$ cat config.mk
export PLATFORM = sky130hd
export DESIGN_NAME = rot_encoder_multi
export DESIGN_NICKNAME = d
export VERILOG_FILES = /design/src/rtl/rot_enc_pkg.sv /design/src/rtl/rot_encoder_channel.sv /design/src/rtl/rot_encoder_multi.sv
export SDC_FILE = /design/constraint.sdc
export NUM_CORES = 1
export LEC_CHECK = 0
export ABC_AREA = 1
export CORE_MARGIN = 1
export CORE_UTILIZATION = 49
export DETAILED_ROUTE_END_ITERATION = 7
export GPL_ROUTABILITY_DRIVEN = 0
export PLACE_DENSITY = 0.75
export SYNTH_ARGS = -nofsm -noshare
export SYNTH_HDL_FRONTEND = slang
export SYNTH_SLANG_ARGS = --single-unit
$ cat constraint.sdc
create_clock -name clk -period 1.41 [get_ports clk]
set_clock_uncertainty 0.15 [all_clocks]
set_input_delay 0.282 -clock clk [delete_from_list [all_inputs] [get_ports clk]]
set_output_delay 0.282 -clock clk [all_outputs]
set_load 0.005 [all_outputs]
$ cat src/rtl/rot_enc_pkg.sv
// rot_enc_pkg: decode-mode constants and the Gray-code step decoder shared by
// every quadrature channel.
package rot_enc_pkg;
  localparam int MODE_X1 = 0;
  localparam int MODE_X2 = 1;
  localparam int MODE_X4 = 2;
  // Returns {count, up, illegal}; A is bit 1, B is bit 0, A leading B means up.
  function automatic logic [2:0] gray_decode(input logic [1:0] prev, input logic [1:0] cur, input int mode);
    logic [1:0] d;
    logic ill, fwd, cnt;
    d = prev ^ cur;
    ill = &d;
    fwd = {prev, cur} inside {4'b0010, 4'b1011, 4'b1101, 4'b0100};
    cnt = mode == MODE_X4 ? (|d && !ill) :
          mode == MODE_X2 ? (d == 2'b10) :
          ({prev, cur} == 4'b0010 || {prev, cur} == 4'b1000);
    return {cnt, fwd, ill};
  endfunction
endpackage

$ cat src/rtl/rot_encoder_channel.sv
// rot_encoder_channel: one quadrature input chain - synchroniser, glitch filter,
// Gray decode and a bounded position counter with wrap/saturate and load.
module rot_encoder_channel
  import rot_enc_pkg::*;
#(
  parameter int WIDTH  = 8,
  parameter int MIN    = 0,
  parameter int MAX    = 255,
  parameter int STEP   = 1,
  parameter int WRAP   = 1,
  parameter int MODE   = 1,
  parameter int FILTER = 0
) (
  input  logic             clk,
  input  logic             reset,
  input  logic             a,
  input  logic             b,
  input  logic             load,
  input  logic [WIDTH-1:0] load_value,
  output logic [WIDTH-1:0] value,
  output logic             step,
  output logic             dir,
  output logic             err
);
  localparam int W1 = WIDTH + 1;
  localparam logic [WIDTH:0] LO = W1'(MIN);
  localparam logic [WIDTH:0] HI = W1'(MAX);
  localparam logic [WIDTH:0] ST = W1'(STEP);
  localparam logic [WIDTH:0] ONE = W1'(1);
  localparam logic [WIDTH-1:0] MIN_W = WIDTH'(MIN);
  localparam logic [WIDTH-1:0] MAX_W = WIDTH'(MAX);
  logic [1:0] s1_q, s2_q, vld_q, filt_q, filt_d, prev_q;
  logic [3:0] cnt_q, cnt_d;
  logic fv_q, primed_q, go;
  logic [2:0] dec;
  logic [WIDTH:0] ext, up_sum, up_res, dn_res;
  logic [WIDTH-1:0] val_q, val_d, cnt_res, ld_cl;
  logic step_q, step_d, dir_q, dir_d, err_q, err_d;
  // Until the synchroniser has real pin data, the filter copies it straight in,
  // so an idle level other than 00 never looks like a transition.
  always_comb begin
    filt_d = filt_q;
    cnt_d = cnt_q;
    if (!fv_q || FILTER == 0) filt_d = s2_q;
    else if (s2_q == filt_q) cnt_d = '0;
    else if (cnt_q == 4'(FILTER)) begin
      filt_d = s2_q;
      cnt_d = '0;
    end else cnt_d = cnt_q + 4'd1;
  end
  always_comb begin
    dec = gray_decode(prev_q, filt_q, MODE);
    go = primed_q && dec[2];
    ext = {1'b0, val_q};
    up_sum = ext + ST;
    up_res = up_sum > HI ? (WRAP != 0 ? LO + up_sum - HI - ONE : HI) : up_sum;
    dn_res = ext >= LO + ST ? ext - ST : (WRAP != 0 ? HI - (LO + ST - ext - ONE) : LO);
    cnt_res = WIDTH'(dec[1] ? up_res : dn_res);
    ld_cl = load_value < MIN_W ? MIN_W : load_value > MAX_W ? MAX_W : load_value;
    val_d = load ? ld_cl : go ? cnt_res : val_q;
    step_d = !load && go && cnt_res != val_q;
    dir_d = step_d ? dec[1] : dir_q;
    err_d = primed_q && dec[0];
  end
  always_ff @(posedge clk or negedge reset) begin
    if (!reset) begin
      s1_q <= '0;
      s2_q <= '0;
      vld_q <= '0;
      filt_q <= '0;
      cnt_q <= '0;
      fv_q <= 1'b0;
      prev_q <= '0;
      primed_q <= 1'b0;
      val_q <= MIN_W;
      step_q <= 1'b0;
      dir_q <= 1'b0;
      err_q <= 1'b0;
    end else begin
      s1_q <= {a, b};
      s2_q <= s1_q;
      vld_q <= {vld_q[0], 1'b1};
      filt_q <= filt_d;
      cnt_q <= cnt_d;
      fv_q <= fv_q | vld_q[1];
      if (fv_q) prev_q <= filt_q;
      primed_q <= primed_q | fv_q;
      val_q <= val_d;
      step_q <= step_d;
      dir_q <= dir_d;
      err_q <= err_d;
    end
  end
  assign value = val_q;
  assign step = step_q;
  assign dir = dir_q;
  assign err = err_q;
endmodule

$ cat src/rtl/rot_encoder_multi.sv
// rot_encoder_multi: N independent quadrature decoder channels with packed
// position outputs, one channel per player paddle.
module rot_encoder_multi
  import rot_enc_pkg::*;
#(
  parameter int N      = 2,
  parameter int WIDTH  = 8,
  parameter int MIN    = 0,
  parameter int MAX    = 255,
  parameter int STEP   = 1,
  parameter int WRAP   = 1,
  parameter int MODE   = MODE_X2,
  parameter int FILTER = 0
) (
  input  logic               clk,
  input  logic               reset,
  input  logic [N-1:0]       a,
  input  logic [N-1:0]       b,
  input  logic [N-1:0]       load,
  input  logic [WIDTH-1:0]   load_value,
  output logic [N*WIDTH-1:0] value,
  output logic [N-1:0]       step,
  output logic [N-1:0]       dir,
  output logic [N-1:0]       err
);
  for (genvar i = 0; i < N; i++) begin : g_ch
    rot_encoder_channel #(
      .WIDTH(WIDTH), .MIN(MIN), .MAX(MAX), .STEP(STEP),
      .WRAP(WRAP), .MODE(MODE), .FILTER(FILTER)
    ) u_ch (
      .clk(clk), .reset(reset), .a(a[i]), .b(b[i]), .load(load[i]),
      .load_value(load_value), .value(value[i*WIDTH +: WIDTH]),
      .step(step[i]), .dir(dir[i]), .err(err[i])
    );
  end
endmodule
# --- After elaboration in Yosys (flattened, before gate mapping) ---
# Index checks and enable logic that the tools add are counted.
classes:
  add_sub_neg: 14
  n_lt_le_gt_ge: 6
  eq_ne: 12
  n_mux: 12
  n_bitwise: 6
  n_reduce_logical: 16
ops:
  columns: ["cell", "count"]
  rows:
  - ["two-way mux 8 bit", 12]
  - ["subtractor 8 x 1 -> 8 bit, second input constant", 6]
  - ["adder 8 x 1 -> 9 bit, second input constant", 2]
  - ["greater-than comparator 9 x 8 -> 1 bit, second input constant", 2]
  - ["== test 4 bit, second input constant", 4]
  - [">= comparator 8 x 1 -> 1 bit, second input constant", 2]
  - ["inequality test 8 bit", 2]
  - ["subtractor 1 x 8 -> 8 bit, first input constant", 2]
  - ["subtractor 8 bit, first input constant", 2]
  - ["subtractor 8 bit, second input constant", 2]
  - ["== test 4 x 2 -> 1 bit, second input constant", 2]
  - ["== test 4 x 3 -> 1 bit, second input constant", 2]
  - ["greater-than comparator 8 bit, second input constant", 1]
  - ["logical AND 1 bit", 8]
  - ["less-than comparator 8 x 1 -> 1 bit, second input constant", 1]
  - ["nonzero test 4 bit", 2]
  - ["== test 2 bit, second input constant", 2]
  - ["OR 1 bit", 4]
  - ["AND reduction 2 bit", 2]
  - ["nonzero test 2 bit", 2]
  - ["bitwise XOR 2 bit", 2]
  - ["zero test 1 bit", 2]
totals:
  ff_bits: 46
  inputBits: 16
  out_inout_bits: 22
  word_cells: 88

# --- Longest topological paths before layout ---
# Gate-level depths: netlist of run 1.
logic_depth:
  depth_word: 7
  ltp_mapped: 9
  mapped_depth_nobuf: 9

# --- Hierarchy ---
# From an unflattened synthesis of run 1, not the netlist that was laid out.
unflattened:
  cells_unflattened: 308
  hier_area_um2: 2509.9
modules_own_cells:
  columns: ["mod", "n_inst", "cells_each", "area_per_inst_um2", "seq_area_each_um2"]
  rows:
  - ["rot_encoder_channel", 2, 154, 1255.0, 575.6]

# --- Worst setup path before layout of run 1 ---
# No wires, ideal clock.
synth_path:
  kind: "reg2reg"
  from: "register g_ch[1].u_ch.val_q[0]"
  to: "register g_ch[1].u_ch.val_q[4]"
  setup_time_ns: 0.116
  arrival_time_ns: 1.122
  required_time_ns: 1.144
  path_slack_ns: 0.022
  stages_incl_launch_ff: 8
  path_buffers: 0
  period_less_slack_ns: 1.388
  path_cell_list: "dfrtp_1 -> inv_1 -> ha_1 -> nand2_1 -> xor2_1 -> nand2_1 -> nand3_1 -> nand2_1"
synth_between:
  elab_chain_len: 7
  elab_cells_between_ends: 14
  classes_between: "7 x add/sub; 2 x order compare; 5 x mux"
synth_rtl:
  columns: ["item", "line", "rtl"]
  rows:
  - ["start, declared", "rot_encoder_channel.sv:37", "logic [WIDTH-1:0] val_q, val_d, cnt_res, ld_cl;"]
  - ["start signal, assigned", "rot_encoder_channel.sv:88", "val_q <= val_d;"]
  - ["subtractor 1 x 8 -> 8 bit or adder 8 x 1 -> 9 bit (tied branches)", "rot_encoder_channel.sv:57, rot_encoder_channel.sv:55", null]
  - ["subtractor 8 x 1 -> 8 bit or subtractor 8 bit (tied branches)", "rot_encoder_channel.sv:57, rot_encoder_channel.sv:56", null]
  - ["subtractor 8 bit or subtractor 8 x 1 -> 8 bit (tied branches)", "rot_encoder_channel.sv:57, rot_encoder_channel.sv:56", null]
  - ["two-way mux 8 bit (on tied branches)", "rot_encoder_channel.sv:57, rot_encoder_channel.sv:56", null]
  - ["two-way mux 8 bit (*)", "rot_encoder_channel.sv:58", "cnt_res = WIDTH'(dec[1] ? up_res : dn_res);"]
  - ["two-way mux 8 bit (*) (2 in a row)", "rot_encoder_channel.sv:60", "val_d = load ? ld_cl : go ? cnt_res : val_q;"]
# Every way passes the cells marked *; elsewhere a longest branch is shown, timed or not. The select of a mux whose other input is x is not followed.
# A chain may end at the register's enable or synchronous reset.

# --- Final worst setup path of run 1 ---
# Ends and elaborated chain as after synthesis.

==> impl_metrics.csv, run 1 <==
group,metric,value,unit
critical_path,cp.required,1450,ps
final_layout,drive_gt1_share,34.0,%
floorplan,dieArea,5520,um^2
floorplan,core_area,4880,um^2
final_layout,final_core_util,77.8,%
logic_synthesis,synthArstFlopShare,100,%
sta,fin_hold_ws,204,ps
power_and_ir_drop,ir_worst_vdd,0.833,mV
sta,rsz0062_at_grt,"true",
final_layout,final_nets,447,
run_status,status,"complete, but fails checks",
worst_hold_path,hp-class,"reg2reg",
clocking,clockRootBuffer,"clkbuf_8",
global_route,grt_pass1_wl,10.5,mm
logic_synthesis,synth-edff-count,0,
critical_path,crit_path_start_kind,"register",
critical_path,crit_path_max_fanout,4,
sta,setup_slack,-99.0,ps
logic_synthesis,ys_types,24,
sta,slew_violations,0,
sta,period_needed,1510,ps
power_and_ir_drop,powerDensity,1020,nW/um^2
final_layout,final_common_cell,"nand2_1",
route,post_drt_wl_per_cell,14.9,um
final_layout,most-common-layout-cells,"nand2_1 (134), inv_1 (30), buf_4 (29)",
final_layout,syn_to_final_growth,48.3,%
logic_synthesis,syn_nets,366,
sta,fin_crit_sh,107,%
final_layout,antennaDiodeCount,0,
clocking,htree_num_levels,2,
sta,finalSetupTns,-649,ps
place,dpl_cell_area,3180,um^2
clocking,cts.sinks,44,
floorplan,ios,38,
final_layout,design_area,3800,um^2
route,viasPerCell,5.30,
floorplan,start_util,52.5,%
logic_synthesis,synth_warnings,0,
floorplan,die_y,74.3,um
clocking,cts_tree,"built",
logic_synthesis,ys_ff_latch,44,
logic_synthesis,synthCells,346,
global_route,grt_usage,25.5,%
final_layout,fillers,316,
critical_path,arrival,1540,ps
power_and_ir_drop,p_leak,1.90,nW
job,cap_violations,0,
run_status,violations,"setup timing",
place,port-buffer-count,37,
critical_path,cp-end-kind,"register",
critical_path,crit_type,"reg2reg",
global_route,antenna_found_initial,0,
floorplan,rows,25,
logic_synthesis,ys.flop_type,"dfrtp_1",
logic_synthesis,synth_area,2560,um^2
route,wl,7.37,mm
route,drc,0,
sta,timing_hold_violations_final,0,
final_layout,final_cells,494,
logic_synthesis,seq_area_frac_synth,43.0,%
logic_synthesis,syn_avg_cell_area,7.40,um^2
clocking,cts_buffer_depth,2,
place,place_hpwl,3.93,mm
place,dp.cells,464,
global_route,grt_pass1_vias,2383,
route,drt-initial-drc-count,292,
global_route,grt_max_degree,45,
route,antenna_left,0,
global_route,grt-ovfl-total,0,
clocking,cts.clk_slew.worst_paths,80,ps
clocking,cts_buffers,5,
sta,finalSetupViolCount,18,
route,first_pass_iters,5,
sta,fmax,663,MHz
floorplan,die_w,74.3,um
clocking,clk_latency,300,ps
route,vias,2617,
-- worst max-delay path: stages (launching register included) --
cell and delay (ps):
dfrtp_2 430, buf_6 140, ha_4 170, nand2_4 70, inv_4 50, nand2_2 50, nand2_1 50, o21ai_1 60
nand2_1 70, nand3_1 90, nand2_1 70
-- area by class of cell --
class | instances | area, um^2 | share of cell area (%)
multi-input combinational | 249 | 1500 | 39.6
sequential | 44 | 1120 | 29.5
clock buffer | 5 | 68.8 | 1.81
timing repair buffer | 87 | 841 | 22.1
clock inverter | 2 | 12.5 | 0.330
tap | 67 | 83.8 | 2.21
inverter | 40 | 168 | 4.42
-- per-layer routing --
| metal | track usage (%) | vias up | share of wire, % |
|---|---|---|---|
| met3 | 5.83 | 26 | 6.8 |
| li1 | - | 1212 | - |
| met2 | 45.1 | 134 | 51 |
| met4 | 7.97 | 0 | 2.3 |
| met5 | 0 | - | 0 |
| met1 | 31.0 | 1245 | 40 |
-- registers in the layout (all words and copies together), names as in the netlist --
register            count
g_ch.u_ch.value        16
g_ch.u_ch.filt_d        4
g_ch.u_ch.filt_q        4
g_ch.u_ch.prev_q        4
g_ch.u_ch.s1_q          4
g_ch.u_ch.dir           2
g_ch.u_ch.err           2
g_ch.u_ch.fv_q          2
g_ch.u_ch.primed_q      2
g_ch.u_ch.step          2
g_ch.u_ch.vld_q         2
-- where the power goes --
| part | total, mW | leakage (nW) | switching (mW) | internal (mW) |
|---|---|---|---|---|
| combinational | 1.61 | 1.36 | 0.853 | 0.756 |
| clock | 0.776 | 0.0400 | 0.440 | 0.336 |
| sequential | 1.47 | 0.501 | 0.0870 | 1.39 |
-- Yosys cell counts (4+ instances only) --
master   number  area [um^2]
buf_2         8         40.0
o21ai_0       9         45.0
ha_1          4         50.1
buf_4         7         52.6
inv_1        36          135
nand4_1       5         31.3
xor2_1       10         87.6
nor2_1       20         75.1
dfrtp_1      44         1100
nand3_1      32          160
xnor2_1       8         70.1
nand2_1     143          537
-- per-stage QoR --
| step | power (mW) | worst slack, ps |
|---|---|---|
| floorplan | 2.15 | 21.8 |
| detailed placement | 2.67 | -114 |
| global route | 4.07 | -172 |
| global placement | 2.64 | -93.2 |
| CTS | 3.63 | -67.8 |
| finish | 3.86 | -99.0 |
-- cells by family (layout without fill, tap and decap cells) --
family / count (synthesis) / count (layout) / synth area share, %
DFF: 44 / 44 / 43.0
AOI/OAI and AO/OA: 11 / 11 / 2.30
and+or+nand+nor: 213 / 215 / 36.8
other: 1 / 1 / 0.146
xor gates and xnor gates: 18 / 18 / 6.16
buffers and inverters: 55 / 134 / 9.68
adders and majority gates: 4 / 4 / 1.96
-- timing repair --
action                                  in CTS  in global routing
endpoints found under the setup margin      38                 31
hold buffers                                 1                  0
resized for setup                           87                 58
buffers inserted                            17                  3
gates cloned                                 2                  0
hold endpoints to repair                    44                  0
pin swaps                                   19                 26
-- worst paths after layout --
path	start	to	slack [ps]	cells past startpoint
hold reg to reg	g_ch[0].u_ch.filt_d[1]	g_ch[0].u_ch.filt_q[1]	200	0
setup / recovery	g_ch[1].u_ch.value[0]	g_ch[1].u_ch.value[4]	-100	10
setup reg to reg	g_ch[1].u_ch.value[0]	g_ch[1].u_ch.value[4]	-100	10
hold / removal	g_ch[0].u_ch.filt_d[1]	g_ch[0].u_ch.filt_q[1]	200	0
max in group asynchronous	reset	g_ch[0].u_ch.value[2]	530	3
min in group asynchronous	reset	g_ch[1].u_ch.value[6]	340	3
Power figures use the tool's default switching activity.
==> inputs of run 2 (changes only) <==
CORE_UTILIZATION = 54   (was 49)
PLACE_DENSITY = 0.79   (was 0.75)
clock period = 1.6 ns   (was 1.41 ns; I/O delays follow)
==> run 2 against run 1 <==
The run now ends clean. Highest routed layer unchanged. Combinational power shrank 34%. Largest cell class unchanged. Clock-buffer cell count rose by 1. Final cell count shrank 7.3%. Via count decreased by 11%.
==> impl_metrics.csv, run 2 (synthesized netlist as in run 1, its figures left out) <==
group,metric,value,unit
route,drt-initial-drc-count,178,
final_layout,final_cells,458,
power_and_ir_drop,ir_worst_vdd,0.654,mV
critical_path,reg2reg_from,"g_ch[0].u_ch.filt_q[0]",
route,first_pass_iters,6,
final_layout,antennaDiodeCount,0,
critical_path,crit_start,"g_ch[1].u_ch.value[1]",
sta,period_needed,1560,ps
global_route,grt_usage,24.7,%
critical_path,crit_path_start_kind,"register",
sta,finalSetupViolCount,0,
critical_path,crit_path_max_fanout,2,
critical_path,crit_type,"reg2out",
global_route,grt-ovfl-total,0,
final_layout,largest_reg_flops,16,
critical_path,cp_top_family,"flip-flops",
route,viasPerCell,5.08,
sta,slew_violations,0,
floorplan,ios,38,
critical_path,cpMaxStageDelayCell,"dfrtp_2",
final_layout,final_core_util,74.2,%
clocking,cts_buffers,5,
global_route,grt_max_degree,45,
floorplan,start_util,57.6,%
worst_hold_path,hp-class,"reg2reg",
worst_hold_path,worstHoldStart,"g_ch[0].u_ch.filt_d[1]",
floorplan,rows,24,
clocking,clockRootBuffer,"clkbuf_8",
final_layout,design_area,3300,um^2
final_layout,final_nets,425,
sta,fin_crit_sh,97.7,%
power_and_ir_drop,powerDensity,984,nW/um^2
power_and_ir_drop,p_leak,1.76,nW
route,post_drt_wl_per_cell,12.4,um
sta,timing_hold_violations_final,0,
route,antenna_left,0,
critical_path,crit_path_max_incr_delay,410,ps
place,port-buffer-count,37,
route,drc,0,
job,cap_violations,0,
route,wl,5.69,mm
final_layout,regArea,1110,um^2
place,place_hpwl,3.90,mm
critical_path,cp-end-kind,"primary output",
clocking,cts_buffer_depth,2,
clocking,htree_num_levels,2,
floorplan,core_area,4440,um^2
floorplan,die_w,70.9,um
route,vias,2328,
critical_path,cp.required,1130,ps
floorplan,die_y,70.9,um
final_layout,final_common_cell,"nand2_1",
final_layout,fillers,355,
clocking,clk_latency,300,ps
critical_path,cp_cell_sequence,"buf_4, dlygate4sd2_1",
global_route,grt_pass1_vias,2255,
final_layout,multi_input_area,1250,um^2
floorplan,dieArea,5020,um^2
clocking,cts.sinks,44,
final_layout,syn_to_final_growth,28.8,%
final_layout,most-common-layout-cells,"nand2_1 (143), dfrtp_1 (39), inv_1 (34)",
critical_path,arrival,1090,ps
place,dpl_cell_area,3040,um^2
run_status,status,"finished, final reports clean",
clocking,cts.clk_slew.worst_paths,90,ps
place,dp.cells,434,
global_route,grt_pass1_wl,9.64,mm
final_layout,drive_gt1_share,17.2,%
clocking,cts_tree,"built",
critical_path,cp_num_buf_inv,2,
global_route,antenna_found_initial,0,
sta,fmax,640,MHz
critical_path,r2r_slack,70,ps
## run 2: cell types whose count changed in the layout (fill, tap and decap cells not counted), moves of 10 or more
cell | before | now
nand3_1 | 21 | 31
clkdlybuf4s15_1 | 11 | 0
buf_6 | 18 | 0
dfrtp_1 | 28 | 39
dfrtp_2 | 16 | 5
dlygate4sd2_1 | 8 | 22
## run 2: what timing repair did
| item | 4_1_cts | 5_1_grt |
|---|---|---|
| pin swaps | 0 | 2 |
| setup buffers | 12 | 3 |
| setup endpoints to repair | 22 | 8 |
| endpoints found under the hold margin | 44 | 0 |
| resized for setup | 27 | 11 |
| hold buffers | 1 | 0 |
## run 2: layer usage
layer	routed length, um	GRT usage, %	vias up
met2	2850	43.9	72
met4	114	10.0	0
met5	0	0	-
met3	286	5.84	12
li1	-	-	1166
met1	2440	28.8	1078
## run 2: final cells by class
cell class / instances / share of cell area, %
clock buffer: 6 / 2.50
clock inverter: 2 / 1.18
inverter: 40 / 4.70
multi-input combinational: 247 / 37.8
sequential: 44 / 33.6
tap: 52 / 1.97
timing repair buffer: 67 / 18.3
## run 2: path summary, 6_finish.rpt
kind                                     endpoint  cells past startpoint
max                                      value[9]                      2
min                        g_ch[0].u_ch.filt_q[1]                      0
max reg2reg                 g_ch[0].u_ch.value[5]                      5
min reg2reg                g_ch[0].u_ch.filt_q[1]                      0
max in group asynchronous   g_ch[0].u_ch.value[1]                      3
min in group asynchronous       g_ch[1].u_ch.step                      3
## run 2: stage by stage
| step | power [mW] | hold slack, ps | setup WS, ps | setup TNS [ps] |
|---|---|---|---|---|
| after floorplan | 1.90 | -126 | 212 | 0 |
| after global placement | 2.26 | 163 | 73.5 | 0 |
| after detailed placement | 2.28 | 164 | 46.5 | 0 |
| after CTS | 3.21 | 210 | 11.1 | 0 |
| after global routing | 3.44 | 218 | -6.18 | -8.55 |
| final | 3.24 | 208 | 37.1 | 0 |
## run 2: report_power, final
group          leakage (nW)  total [mW]  switching (mW)  internal (mW)
registers             0.512        1.27          0.0572           1.22
logic                  1.18        1.07           0.591          0.480
clock network        0.0614       0.900           0.390          0.510
total                  1.76        3.24            1.04           2.21
==> inputs of run 3 (changes only) <==
ABC_AREA = not set   (was 1)
CORE_UTILIZATION = 53   (was 54)
PLACE_DENSITY = 0.78   (was 0.79)
==> run 3 against run 2 <==
The run now ends with setup timing left. Clock power up 13%. Clock-buffer cell count down 1. Synthesized area down 7.9%. Largest cell class unchanged.
==> impl_metrics.csv, run 3 <==
group,metric,value,unit
route,drc,0,
job,cap_violations,0,
logic_synthesis,ys_types,37,
floorplan,start_util,56.9,%
global_route,grt_max_degree,45,
final_layout,drive_gt1_share,44.0,%
place,place_hpwl,4.01,mm
place,port-buffer-count,37,
sta,rsz0062_at_grt,"true",
sta,fin_hold_ws,208,ps
route,wl,8.49,mm
clocking,cts.clk_slew.worst_paths,90,ps
logic_synthesis,synthSimpleGateAreaFrac,23.5,%
sta,slew_violations,0,
logic_synthesis,synthMuxAreaShare,1.91,%
critical_path,cp_top_family,"compound AO/OA/AOI/OAI gates",
clocking,cts_tree,"built",
power_and_ir_drop,p_leak,1.67,nW
critical_path,crit_type,"reg2reg",
logic_synthesis,yosys.area_share.xor_xnor,5.20,%
logic_synthesis,synth_top_family_by_area,"simple AND/OR/NAND/NOR gates",
logic_synthesis,synth_common_cells,"dfrtp_1 (44), nand3_1 (28), nor2b_1 (14)",
place,dpl_cell_area,3100,um^2
critical_path,crit_path_max_incr_delay,480,ps
logic_synthesis,synth_area,2360,um^2
worst_hold_path,hp-class,"reg2reg",
final_layout,antennaDiodeCount,0,
sta,finalSetupViolCount,19,
logic_synthesis,synth_fa_ha_area_share,2.12,%
global_route,grt_pass1_vias,2220,
global_route,grt-ovfl-total,0,
logic_synthesis,seq_area_frac_synth,46.7,%
route,drt-initial-drc-count,408,
sta,finalSetupTns,-4660,ps
critical_path,cp_num_buf_inv,1,
logic_synthesis,synthCells,232,
sta,fmax,502,MHz
logic_synthesis,yosys.area.top_type,"dfrtp_1",
floorplan,dieArea,4720,um^2
final_layout,syn_to_final_growth,60.3,%
clocking,cts_buffers,5,
route,vias,2550,
logic_synthesis,yosysMostFrequentCell,"dfrtp_1",
global_route,grt_usage,32.0,%
critical_path,arrival,2080,ps
critical_path,crit_path_start_kind,"register",
clocking,clockRootBuffer,"clkbuf_8",
global_route,grt_pass1_wl,10.7,mm
run_status,violations,"setup timing",
final_layout,final_nets,361,
clocking,htree_num_levels,2,
sta,setup_slack,-391,ps
power_and_ir_drop,powerDensity,987,nW/um^2
logic_synthesis,synthTopCellsByArea,"dfrtp_1 (47%), nand3_1 (5.9%), a2111o_1 (5.7%), nor2b_1 (3.7%), xnor2_1 (3.0%)",
critical_path,cp-end-kind,"register",
clocking,cts.sinks,44,
route,antenna_left,0,
floorplan,die_y,68.7,um
critical_path,crit_path_max_fanout,3,
floorplan,core_area,4140,um^2
clocking,clk_latency,310,ps
final_layout,final_common_cell,"buf_4",
logic_synthesis,synth-compound-area-share,14.6,%
critical_path,cp_cell_sequence,"buf_4, nor4_1, o211ai_1, a2111o_1, nand3_1",
logic_synthesis,synthArstFlopShare,100,%
final_layout,largest_reg_flops,16,
logic_synthesis,synth.top_cell.area_share,46.7,%
final_layout,most-common-layout-cells,"buf_4 (63), dfrtp_1 (34), nand3_1 (25)",
route,first_pass_iters,6,
critical_path,cpMaxStageDelayCell,"a2111o_1",
floorplan,die_w,68.7,um
route,viasPerCell,6.52,
clocking,cts_buffer_depth,2,
final_layout,fillers,153,
logic_synthesis,ys.flop_type,"dfrtp_1",
logic_synthesis,syn_nets,252,
logic_synthesis,ys_ff_latch,44,
critical_path,cp.required,1690,ps
logic_synthesis,synth-edff-count,0,
logic_synthesis,synth_warnings,0,
sta,fin_crit_sh,124,%
sta,period_needed,1990,ps
final_layout,design_area,3780,um^2
floorplan,rows,23,
run_status,status,"complete, but fails checks",
global_route,antenna_found_initial,0,
sta,timing_hold_violations_final,0,
power_and_ir_drop,ir_worst_vdd,0.723,mV
floorplan,ios,38,
logic_synthesis,syn_avg_cell_area,10.2,um^2
route,post_drt_wl_per_cell,21.7,um
## run 3: changes by cell type in the layout (fill, tap and decap cells not counted), moves of 14 or more
cell and delta:
inv_1 -30, nor2b_1 +14, nand2_1 -131, buf_6 +20
buf_4 +37
## run 3: power breakdown
group	internal, mW	total, mW	switching (mW)
Sequential	1.23	1.33	0.104
Combinational	0.742	1.38	0.637
Clock	0.615	1.02	0.405
Total	2.58	3.73	1.15
## run 3: cell families after synthesis
family | count (synthesis)
and+or+nand+nor | 96
buffers and inverters | 25
DFF | 44
muxes | 4
other | 1
xor gates and xnor gates | 14
adders and majority gates | 4
AOI/OAI and AO/OA | 44
## run 3: worst paths after layout
check / start / end / slack [ps] / depth (start not counted)
worst max-delay path: g_ch[0].u_ch.value[3] / g_ch[0].u_ch.value[6] / -390 / 5
max in group asynchronous: reset / g_ch[1].u_ch.filt_q[0] / 700 / 3
worst max register to register: g_ch[0].u_ch.value[3] / g_ch[0].u_ch.value[6] / -390 / 5
worst min register to register: g_ch[1].u_ch.s1_q[0] / g_ch[1].u_ch.filt_d[0] / 210 / 0
worst min-delay path: g_ch[1].u_ch.s1_q[0] / g_ch[1].u_ch.filt_d[0] / 210 / 0
min in group asynchronous: reset / g_ch[1].u_ch.err / 370 / 3
## run 3: area by class of cell
class	count	area, um^2	area share, %
clock buffer	5	68.8	1.82
clock inverter	2	60.1	1.59
inverter	4	15.0	0.397
multi-input combinational	163	1380	36.4
sequential	44	1110	29.5
tap	50	62.6	1.66
timing repair buffer	123	1080	28.7
## run 3: timing repair
| item | in CTS | in global routing |
|---|---|---|
| hold buffers | 1 | 0 |
| gates resized for setup | 68 | 39 |
| hold endpoints to repair | 44 | 0 |
| setup buffers | 25 | 6 |
| setup endpoints to repair | 37 | 30 |
| pin swaps | 20 | 8 |
| gates cloned | 1 | 0 |
## run 3: per-stage QoR
| step | power, mW | cells | utilization (%) | setup slack (ps) |
|---|---|---|---|---|
| after global routing | 3.87 | 391 | 91.2 | -459 |
| final | 3.73 | 391 | 91.2 | -391 |
| after CTS | 3.50 | 386 | 87.3 | -287 |
| after global placement | 2.29 | 353 | 74.8 | -290 |
| after floorplan | 1.80 | 232 | - | -268 |
| after detailed placement | 2.31 | 353 | 74.8 | -393 |
## run 3: metal layers
layer  routed length [um]  up-vias  track usage [%]
li1                     -     1069                -
met1                 3280     1234             38.5
met2                 4100      191             55.3
met3                  637       56             8.39
met4                  471        0             11.0
met5                    0        -                0
